### config.mk
export PLATFORM = sky130hd
export DESIGN_NAME = mux_nway_arb
export DESIGN_NICKNAME = d
export VERILOG_FILES = /design/src/rtl/mux_nway_arb.sv
export SDC_FILE = /design/constraint.sdc
export NUM_CORES = 1
export LEC_CHECK = 0
export ABC_AREA = 1
export CORE_UTILIZATION = 40
export DETAILED_ROUTE_END_ITERATION = 7
export PLACE_DENSITY_LB_ADDON = 0.12
export RECOVER_POWER = 25
export SYNTH_ARGS = -nofsm -noshare
export SYNTH_HDL_FRONTEND = slang
export SYNTH_SLANG_ARGS = --single-unit
### constraint.sdc
create_clock -name clk -period 5.85 [get_ports clk]
set_input_delay 1.17 -clock clk [delete_from_list [all_inputs] [get_ports clk]]
set_output_delay 1.17 -clock clk [all_outputs]
set_load 0.1 [all_outputs]
### src/rtl/mux_nway_arb.sv
// N-channel registered multiplexer with valid/ready handshakes.
// Selects by external index (mode=0) or round-robin across requesters (mode=1).
module mux_nway_arb #(
  parameter int unsigned NUM_CH = 4,
  parameter int unsigned WIDTH  = 16,
  parameter int unsigned SEL_W  = 2
) (
  input  logic                    clk,
  input  logic                    rst_n,
  input  logic [NUM_CH-1:0]       in_valid,
  input  logic [NUM_CH*WIDTH-1:0] in_data,
  output logic [NUM_CH-1:0]       in_ready,
  input  logic                    mode,
  input  logic [SEL_W-1:0]        sel,
  output logic                    out_valid,
  output logic [WIDTH-1:0]        out_data,
  output logic [SEL_W-1:0]        out_ch,
  input  logic                    out_ready
);

  localparam int unsigned IDX_W = SEL_W + 1;

  logic             out_valid_q, out_valid_d;
  logic [WIDTH-1:0] out_data_q,  out_data_d;
  logic [SEL_W-1:0] out_ch_q,    out_ch_d;
  logic [SEL_W-1:0] rr_ptr_q,    rr_ptr_d;

  logic             load_en;
  logic             grant_vld;
  logic [SEL_W-1:0] grant_idx;
  logic [IDX_W-1:0] scan_idx;
  logic [WIDTH-1:0] grant_data;
  logic             xfer;

  // Grant selection: fixed index or first requester at/after rr_ptr (mod NUM_CH).
  always_comb begin
    grant_vld = 1'b0;
    grant_idx = '0;
    scan_idx  = '0;
    if (!mode) begin
      for (int c = 0; c < int'(NUM_CH); c++) begin
        if (sel == SEL_W'(c) && in_valid[c]) begin
          grant_vld = 1'b1;
          grant_idx = SEL_W'(c);
        end
      end
    end else begin
      for (int k = 0; k < int'(NUM_CH); k++) begin
        scan_idx = {1'b0, rr_ptr_q} + IDX_W'(k);
        if (scan_idx >= IDX_W'(NUM_CH)) scan_idx = scan_idx - IDX_W'(NUM_CH);
        for (int c = 0; c < int'(NUM_CH); c++) begin
          if (!grant_vld && scan_idx == IDX_W'(c) && in_valid[c]) begin
            grant_vld = 1'b1;
            grant_idx = SEL_W'(c);
          end
        end
      end
    end
  end

  // Handshake, data mux and next-state of the output stage.
  always_comb begin
    load_en     = !out_valid_q || out_ready;
    xfer        = rst_n && load_en && grant_vld;
    in_ready    = '0;
    grant_data  = '0;
    out_valid_d = out_valid_q;
    out_data_d  = out_data_q;
    out_ch_d    = out_ch_q;
    rr_ptr_d    = rr_ptr_q;
    for (int c = 0; c < int'(NUM_CH); c++) begin
      if (grant_idx == SEL_W'(c)) begin
        grant_data  = in_data[c*WIDTH +: WIDTH];
        in_ready[c] = xfer;
      end
    end
    if (load_en) out_valid_d = xfer;
    if (xfer) begin
      out_data_d = grant_data;
      out_ch_d   = grant_idx;
      if (mode) rr_ptr_d = (grant_idx == SEL_W'(NUM_CH - 1)) ? '0 : grant_idx + SEL_W'(1);
    end
  end

  always_ff @(posedge clk) begin
    if (!rst_n) begin
      out_valid_q <= 1'b0;
      out_data_q  <= '0;
      out_ch_q    <= '0;
      rr_ptr_q    <= '0;
    end else begin
      out_valid_q <= out_valid_d;
      out_data_q  <= out_data_d;
      out_ch_q    <= out_ch_d;
      rr_ptr_q    <= rr_ptr_d;
    end
  end

  assign out_valid = out_valid_q;
  assign out_data  = out_data_q;
  assign out_ch    = out_ch_q;

endmodule

# ---- Word level (Yosys, flattened, before mapping)
# Index checks and enable logic that the tools add are counted.
dict set report classes {
  n_addsub 8
  mux 72
  reduce_logical 61
  eq_ne 18
  order_cmp 4
}
# cell count
set ops {}
lappend ops {{16-bit 2-to-1 mux} 4}
lappend ops {{1-bit 2-to-1 mux} 42}
lappend ops {{1-bit logical AND} 37}
lappend ops {{2-bit 2-to-1 mux} 18}
lappend ops {{3-bit by 2-bit equality test with 1-bit output (second input constant)} 8}
lappend ops {{3-bit 2-to-1 mux} 8}
lappend ops {{1-bit zero test} 16}
lappend ops {{3-bit by 1-bit equality test with 1-bit output (second input constant)} 4}
lappend ops {{3-bit zero test} 4}
lappend ops {{3-bit greater-or-equal comparator (second input constant)} 3}
lappend ops {{3-bit subtractor (second input constant)} 3}
lappend ops {{2-bit equality test (second input constant)} 4}
lappend ops {{2-bit by 2-bit adder with 3-bit output (second input constant)} 2}
lappend ops {{2-bit by 1-bit equality test with 1-bit output (second input constant)} 2}
lappend ops {{2-bit zero test} 2}
lappend ops {{2-bit by 1-bit adder with 3-bit output (second input constant)} 1}
lappend ops {{2-bit by 3-bit greater-or-equal comparator with 1-bit output (second input constant)} 1}
lappend ops {{2-bit by 3-bit subtractor with 3-bit output (second input constant)} 1}
lappend ops {{2-bit by 1-bit adder with 2-bit output (second input constant)} 1}
lappend ops {{2-bit AND reduction} 1}
lappend ops {{1-bit logical OR} 1}
dict set report totals {
  register_bits 21
  output_inout_bits 23
  input_bits 74
  word_cells 167
}

# ---- Logic depth before layout (Yosys ltp)
# Gate-level depths: netlist of the first run.
dict set report logic_depth {
  word_depth 87
  depth_mapped 26
  depth_no_buf 23
}

# ---- Least setup slack after synthesis of the first run
# OpenSTA, ideal clock, no wires.
dict set report synth_path {
  path_type {in2out}
  start {in in_valid[3]}
  end {out in_ready[1]}
  stages 16
  arrival_time_ns 4.410
  path_buffers 2
  setup_slack_ns 0.270
  t_required_ns 4.680
  path_cell_list {nand3_1 -> nand2_1 -> nor2_2 -> nand4_1 -> nor2_2 -> nand4_2 -> nor2_1 -> nand4_1 -> nand3_1 -> nand2_1 -> inv_1 -> ha_1 -> clkbuf_1 -> clkinv_1 -> clkbuf_1 -> nor2_1}
}
dict set report synth_via {
  elab_chain_len 65
  elab_cells_between_ends 83
  classes_between {eq/ne (1); mux (43); reduce/logical (39)}
}
# item line_no
set synth_lines {}
lappend synth_lines {{from (decl)} 10} ;# input logic [NUM_CH-1:0] in_valid,
lappend synth_lines {{1-bit logical AND} 52} ;# if (!grant_vld && scan_idx == IDX_W'(c) && in_valid[c]) begin
lappend synth_lines {{1-bit 2-to-1 mux} 52}
lappend synth_lines {{1-bit 2-to-1 mux} 40} ;# if (!mode) begin
lappend synth_lines {{1-bit zero test} 52}
lappend synth_lines {{1-bit logical AND (2 in series)} 52}
lappend synth_lines {{1-bit 2-to-1 mux} 52}
lappend synth_lines {{1-bit 2-to-1 mux} 40}
lappend synth_lines {{1-bit zero test} 52}
lappend synth_lines {{[... 48 more ...]} --}
lappend synth_lines {{1-bit 2-to-1 mux} 40}
lappend synth_lines {{1-bit zero test} 52}
lappend synth_lines {{1-bit logical AND (2 in series)} 52}
lappend synth_lines {{2-bit 2-to-1 mux} 52}
lappend synth_lines {{2-bit 2-to-1 mux *} 40}
lappend synth_lines {{net grant_idx[0]} 30} ;# logic [SEL_W-1:0] grant_idx;
lappend synth_lines {{2-bit by 1-bit equality test with 1-bit output *} 72} ;# if (grant_idx == SEL_W'(c)) begin
lappend synth_lines {{1-bit 2-to-1 mux *} 72}
lappend synth_lines {{to (decl)} 12} ;# output logic [NUM_CH-1:0] in_ready,
# Mark *: on every way through the listed nets, which the timed path passes. The rest lies on a longest branch. The select of a mux whose other input is x is not followed.

# ---- Final worst setup path of the first run
dict set report layout_path {
  start {in in_valid[2]}
  end {out in_ready[2]}
}
dict set report layout_via {
  elab_chain_len 70
  elab_cells_between_ends 91
  classes_between {eq/ne (1); mux (48); reduce/logical (42)}
}
# item line_no
set layout_lines {}
lappend layout_lines {{1-bit logical AND} 52}
lappend layout_lines {{1-bit 2-to-1 mux} 52}
lappend layout_lines {{1-bit 2-to-1 mux} 40}
lappend layout_lines {{1-bit zero test} 52}
lappend layout_lines {{1-bit logical AND (2 in series)} 52}
lappend layout_lines {{1-bit 2-to-1 mux} 52}
lappend layout_lines {{1-bit 2-to-1 mux} 40}
lappend layout_lines {{1-bit zero test} 52}
lappend layout_lines {{[... 53 more ...]} --}
lappend layout_lines {{1-bit 2-to-1 mux} 40}
lappend layout_lines {{1-bit zero test} 52}
lappend layout_lines {{1-bit logical AND (2 in series)} 52}
lappend layout_lines {{2-bit 2-to-1 mux} 52}
lappend layout_lines {{2-bit 2-to-1 mux *} 40}
lappend layout_lines {{net grant_idx[1]} 30}
lappend layout_lines {{2-bit equality test *} 72}
lappend layout_lines {{1-bit 2-to-1 mux *} 72}
# Marked as above.

==> results of run 1 <==
critical path, cell delays in order:
cell,delay (ns)
clkdlybuf4s50_1,0.54
nand3_1,0.17
nand2_1,0.10
nor2_2,0.13
nand4_1,0.11
nor2_2,0.15
nand4_2,0.11
nor2_1,0.17
nand4_1,0.13
nand4_1,0.09
nand2_1,0.13
inv_1,0.11
ha_1,0.15
buf_4,0.21
inv_1,0.23
nor2_1,0.26
buf_12,0.21
sequential cells by signal (all words and copies together) (netlist names):
name / cells
out_ch: 2
out_data: 16
rr_ptr_q: 2
out_valid: 1
area by class of cell:
type	instances	area, um^2	area share, %
inverter	31	118.9	4.266
tap	50	62.56	2.245
multi-input combinational	232	1121	40.23
clock buffer	4	45.04	1.617
timing repair buffer	100	1018	36.55
sequential	21	420.4	15.09
cells in the mapped netlist, drive strengths merged, types with 4 or more instances:
library cell  count  area, um^2
nand3            26       130.1
ha                4       50.05
nand2            58       232.7
o21ai            50       250.2
nand4            10       75.07
nor2             55       219.0
nor3              4       25.02
a21oi            21       112.6
dfxtp            21       420.4
inv              30       115.1
buf               4       41.29
clkbuf           14       52.55
placed cells by master, fill, tap and decap left out, types with 2 or more instances in the layout:
cell             Yosys  final
a21oi_1             19     19
a21oi_2              2      2
a31oi_1              2      2
buf_12               0      3
buf_4                1      5
clkbuf_8             0      3
clkdlybuf4s50_1      0     81
dfxtp_1             21     21
dlygate4sd3_1        0     11
ha_1                 4      4
inv_1               27     27
inv_2                2      2
nand2_1             54     54
nand2_2              3      3
nand3_1             26     26
nand4_1              8      8
nand4_2              2      2
nor2_1              50     50
nor2_2               5      5
nor3_1               3      3
o21ai_0             50     50
report_power, final:
part | internal (mW) | switching [mW]
clock network | 0.0485 | 0.0453
registers | 0.159 | 0.00959
logic | 0.123 | 0.243
how the worst max path moves through the flow:
stage	startpoint	endpoint	cells after the start
2_1_floorplan	in_valid[3]	in_ready[1]	16
3_3_place_gp	in_valid[2]	in_ready[2]	17
3_5_place_dp	in_valid[2]	in_ready[2]	17
4_1_cts	in_valid[2]	in_ready[2]	17
5_1_grt	in_valid[2]	in_ready[2]	17
6_report	in_valid[2]	in_ready[2]	17
layer usage:
layer	part of all wire [%]	global-route usage (%)	up-vias
li1	-	-	1163
met1	45	32.87	933
met2	46	38.48	91
met3	8.0	4.833	6
met4	1.3	6.510	0
met5	0	0	-
kinds of logic after synthesis:
kind of cell | count (synthesis) | synth area share, %
DFF | 21 | 23.97
AOI/OAI and AO/OA | 74 | 21.83
buffers and inverters | 49 | 12.13
adders and majority gates | 4 | 2.853
and+or+nand+nor | 154 | 39.23
==> summary.md, run 1 <==
| Metric | Value |
|---|---|
| P per Cell Area | 225.2 mW/mm^2 |
| Slack of the critical path | 0.4923 ns |
| RSZ-0062 raised after global routing | false |
| Syn nets | 380 |
| Worst Setup End Kind | output pin |
| Run status | finished, final reports clean |
| Worst slack at placement | 0.5354 ns |
| Wire per inst | 12.38 um |
| CTS tree | done |
| IR drop worst, VDD | 0.0001039 V |
| F_max | 186.6 MHz |
| Final worst path period share | 91.58% |
| Post-synth ARST share | 0% |
| Mapped Cells | 302 |
| Setup Skew | 0.001822 ns |
| Tot GR Track Use | 24.21% |
| Min Hold Slack | 0.4753 ns |
| Netlist cell types | 25 |
| Worst Hold Depth | 2 |
| Clk slew on worst S/H paths | 0.07 ns |
| Maximum fanout along the worst path | 17 |
| Rows | 23 |
| Die W | 68.22 um |
| Placed Cells | 434 |
| Required time of the critical path | 4.68 ns |
| Number of setup buffers added after CTS | 0 |
| CP startpoint kind | input pin |
| R2R Path End | out_data[3] |
| NumNets Final | 467 |
| Syn_area_per_cell | 5.809 um^2 |
| Initial DRC count | 203 |
| Final setup viols | 0 |
| Hold endpoint | out_data[7] |
| Antenna violations before repair | 0 |
| IO Pins | 97 |
| Largest net degree at the start of global routing | 34 |
| Setup_tns | 0 ns |
| DP Area | 0.002741 mm^2 |
| First-pass GRT wire length | 8390 um |
| Vias in the first global route | 1865 |
| Clock root cell | clkbuf_8 |
| Core Util, Final | 67.71% |
| Post-synth EDFFs | 0 |
| Clk_lat worst skew | 0.26 ns |
| Layout cell share with drive strength beyond 1 | 7.474% |
| Router iterations before antenna repair | 4 |
| Port bufs | 96 |
| Vias per cell | 5.007 |
| Starting Density | 42.63% |
| Max-cap violations | 0 |
| Layout Cells excl Fill | 438 |
| Critical path class | in -> out |
| TritonCTS buffer count | 3 |
| # DRC | 0 |
| Final-report hold violation count | 0 |
| Antenna Violating Nets Remaining | 0 |
| Final instance area | 0.002786 mm^2 |
| Detailed Place HPWL | 4368 um |
| Leakage | 1.207 nW |
| Number of vias in the routed layout | 2193 |
| GPL Wtd Cong | 0.9035 |
| Hold Path Class | reg -> reg |
| Power Total | 0.6274 mW |
| Antenna diode count | 0 |
| Worst hold start | out_data[7] |
| Clock Tree Buf Depth | 2 |
| Reg2reg path depth | 21 |
| Core area | 0.004115 mm^2 |
| Least-Margin Pin Slew | 1.011 ns |
| Rel. slew slack | 32.38% |
| CTS H-Tree Depth | 1 |
| Crit path time final | 5.358 ns |
| Die Ht | 68.22 um |
| CTS sink cnt | 21 |
| YS warnings | 0 |
| Synthesized area | 0.001754 mm^2 |
| Flops & latches, synth | 21 |
| Internal reg-to-reg setup slack | 2.48 ns |
| RR Startpoint | rr_ptr_q[0] |
| Area Overhead vs Synth | 58.84% |
| Top FF cell, synth | dfxtp_1 |
| GRT overflow | 0 |
| FILL cells | 401 |
| Post-cts sizing count | 0 |
| Die area | 0.004654 mm^2 |
| Sequential area share after synthesis | 23.97% |
| CP arrival | 4.19 ns |
| Max-slew violations | 0 |
| # hold bufs at CTS | 0 |
| WL final | 5422 um |
Note: power is estimated with default switching activity, not from simulation.
==> run 2: changes to the inputs <==
--- a/config.mk
+++ b/config.mk
@@ -6,7 +6,7 @@
 export NUM_CORES = 1
 export LEC_CHECK = 0
 export ABC_AREA = 1
-export CORE_UTILIZATION = 40
+export CORE_UTILIZATION = 35
 export DETAILED_ROUTE_END_ITERATION = 7
 export PLACE_DENSITY_LB_ADDON = 0.12
 export RECOVER_POWER = 25
==> constraint.sdc (replaced) <==
create_clock -name clk -period 4.69 [get_ports clk]
set_input_delay 0.938 -clock clk [delete_from_list [all_inputs] [get_ports clk]]
set_output_delay 0.938 -clock clk [all_outputs]
set_load 0.1 [all_outputs]
==> run 2 against run 1 <==
First-iteration DRC count fell by 21%. Sequential cell count did not move. Die area rose by 14%. Worst hold slack improved by 0.0020 ns. Global-route usage fell by 3.6 points. Critical path type unchanged. Largest cell class unchanged. Largest power group unchanged.
==> summary.md, run 2 (same netlist as run 1, synthesis figures left out) <==
| Metric | Value |
|---|---|
| Run status | finished, final reports clean (unchanged) |
| Max-slew violations | 0 (unchanged) |
| Initial DRC count | 160 (was 203) |
| Max-cap violations | 0 (unchanged) |
| Met1 Use GR | 29.80% (was 32.87%) |
| Required time of the critical path | 3.75 ns (was 4.68 ns) |
| # hold bufs at CTS | 0 (unchanged) |
| Hold Path Class | reg -> reg (unchanged) |
| Die Ht | 72.80 um (was 68.22 um) |
| Commonest non-fill, non-tap cell in the layout | clkdlybuf4s50_1 (unchanged) |
| TritonCTS buffer count | 3 (unchanged) |
| F_max | 231.1 MHz |
| R2R Path End | out_data[0] (was out_data[3]) |
| Antenna Violating Nets Remaining | 0 (unchanged) |
| Wire per inst | 11.58 um (was 12.38 um) |
| Min Hold Slack | 0.4773 ns (was 0.4753 ns) |
| Rel. slew slack | 34.01% (was 32.38%) |
| Rows | 25 (was 23) |
| RSZ-0062 raised after global routing | false (unchanged) |
| Worst Path Buf+Inv | 4 (was 5) |
| Largest register FFs | 16 (unchanged) |
| Number of vias in the routed layout | 2181 (was 2193) |
| Setup_tns | 0 ns (unchanged) |
| Crit path time final | 4.327 ns |
| Largest net degree at the start of global routing | 34 (unchanged) |
| Met3 usage | 2.901% (was 4.833%) |
| Final worst path period share | 92.27% |
| Clock Tree Buf Depth | 2 (unchanged) |
| CTS sink cnt | 21 (unchanged) |
| Worst Hold Depth | 2 (unchanged) |
| Clock root cell | clkbuf_8 (unchanged) |
| Layout cell share with drive strength beyond 1 | 10.20% (was 7.474%) |
| Router iterations before antenna repair | 4 (unchanged) |
| P per Cell Area | 276.2 mW/mm^2 (was 225.2 mW/mm^2) |
| Largest stage delay, worst path | 0.47 ns (was 0.54 ns) |
| Reg2reg path depth | 20 (was 21) |
| NumNets Final | 471 (was 467) |
| IR drop worst, VDD | 0.0001233 V (was 0.0001039 V) |
| Final setup viols | 0 (unchanged) |
| CP arrival | 3.39 ns (was 4.19 ns) |
| Internal reg-to-reg setup slack | 1.54 ns (was 2.48 ns) |
| Antenna violations before repair | 0 (unchanged) |
| Met2 usage | 33.02% (was 38.48%) |
| Clk slew on worst S/H paths | 0.07 ns (about the same) |
| Die W | 72.80 um (was 68.22 um) |
| Critical path class | in -> out (unchanged) |
| Crit path cell chain | clkdlybuf4s50_1 -> nand3_1 -> nand2_1 -> nor2_2 -> nand4_1 -> nor2_2 -> nand4_2 -> nor2_2 -> nand4_1 -> nand3_1 -> nand2_2 -> inv_1 -> ha_1 -> clkinv_1 -> nor2_2 -> buf_12 (was clkdlybuf4s50_1 -> nand3_1 -> nand2_1 -> nor2_2 -> nand4_1 -> nor2_2 -> nand4_2 -> nor2_1 -> nand4_1 -> nand4_1 -> nand2_1 -> inv_1 -> ha_1 -> buf_4 -> inv_1 -> nor2_1 -> buf_12) |
| Starting Density | 36.65% (was 42.63%) |
| Detailed Place HPWL | 4344 um (was 4368 um) |
| Final-report hold violation count | 0 (unchanged) |
| WL final | 5316 um (was 5422 um) |
| Hold endpoint | out_data[7] (unchanged) |
| Worst hold start | out_data[7] (unchanged) |
| CP top delay family | simple AND/OR/NAND/NOR gates (unchanged) |
| Power Total | 0.7916 mW (was 0.6274 mW) |
| IO Pins | 97 (unchanged) |
| CP startpoint kind | input pin (unchanged) |
| Area Overhead vs Synth | 63.41% (was 58.84%) |
| CTS H-Tree Depth | 1 (unchanged) |
| Port bufs | 96 (unchanged) |
| Antenna diode count | 0 (unchanged) |
| Setup Skew | 0.002664 ns (was 0.001822 ns) |
| GPL Wtd Cong | 0.9400 (was 0.9035) |
| Vias per cell | 4.752 (was 5.007) |
| Worst Setup End Kind | output pin (unchanged) |
| Maximum fanout along the worst path | 5 (was 17) |
| Die area | 0.005299 mm^2 (was 0.004654 mm^2) |
| Core area | 0.004786 mm^2 (was 0.004115 mm^2) |
| Number of setup buffers added after CTS | 0 (unchanged) |
| Vias in the first global route | 1935 (was 1865) |
| Most frequent cells in the layout | clkdlybuf4s50_1, nand2_1, o21ai_0, nor2_1, inv_1 (was clkdlybuf4s50_1, nand2_1, nor2_1, o21ai_0, inv_1) |
| GRT overflow | 0 (unchanged) |
| Leakage | 1.231 nW (was 1.207 nW) |
| First-pass GRT wire length | 8728 um (was 8390 um) |
| RR Startpoint | rr_ptr_q[0] (unchanged) |
| Clk_lat worst skew | 0.25 ns (was 0.26 ns) |
| Most used routing layer | met2 (unchanged) |
| Least-Margin Pin Slew | 0.9868 ns (was 1.011 ns) |
| Tot GR Track Use | 20.62% (was 24.21%) |
| Most frequent CP cell | nor2_2 (was nand4_1) |
| CTS tree | done (unchanged) |
| # DRC | 0 (unchanged) |
| CP max stage cell | clkdlybuf4s50_1 (unchanged) |
==> run 2: changes by cell type in the layout (fill, tap and decap cells not counted), sizes merged <==
cell / previous run / this run
clkbuf: 4 / 3
buf: 8 / 12
clkinv: 1 / 2
==> run 2: routing by layer <==
metal,wire length (um),vias to the layer above,share of wire [%]
met1,2519,932,47
li1,-,1172,-
met2,2453,75,46
met5,0,-,0
met4,24,0,0.45
met3,318,2,6.0
==> run 2: worst min-delay path: stages, from the launching register on <==
cell and delay, ns:
dfxtp_1 0.32, nor2_1 0.05, nor2_1 0.08
==> run 2: power breakdown <==
group / switching [mW] / internal [mW]
clock network: 0.0564 / 0.0590
registers: 0.0119 / 0.198
logic: 0.307 / 0.159
total: 0.376 / 0.416
==> run 2: what timing repair did <==
action | 4_1_cts | 5_1_grt
gates resized for setup | 0 | 2
hold endpoints to repair | 0 | 0
endpoints found under the setup margin | 0 | 1
==> run 2: worst max-delay path by stage <==
stage                startpoint     endpoint  slack [ns]  cells after the start
floorplan           in_valid[3]  in_ready[1]        0.03                     16
global route        in_valid[1]  in_ready[1]        0.07                     18
detailed placement  in_valid[1]  in_ready[1]        0.32                     16
global placement    in_valid[3]  in_ready[1]        0.41                     16
CTS                 in_valid[3]  in_ready[1]        0.31                     16
finish              in_valid[3]  in_ready[1]        0.36                     16
==> run 2: per-stage QoR <==
stage               setup WS (ns)  instances  area (um^2)  util (%)
global placement           0.4128        455         2815     58.82
detailed placement         0.3152        455         2815     58.82
finish                     0.3627        459         2867     59.90
floorplan                 0.02737        302         1764         -
CTS                        0.3066        459         2861     59.79
global route              0.07423        459         2867     59.90
==> run 2: final cells by class <==
cell class                      count  area (um^2)
Tap cell                           67        83.83
Multi-Input combinational cell    232         1136
Fill cell                         462         1919
Clock inverter                      1        5.005
Clock buffer                        3        41.29
Inverter                           31        118.9
Sequential cell                    21        420.4
Timing Repair Buffer              104         1061
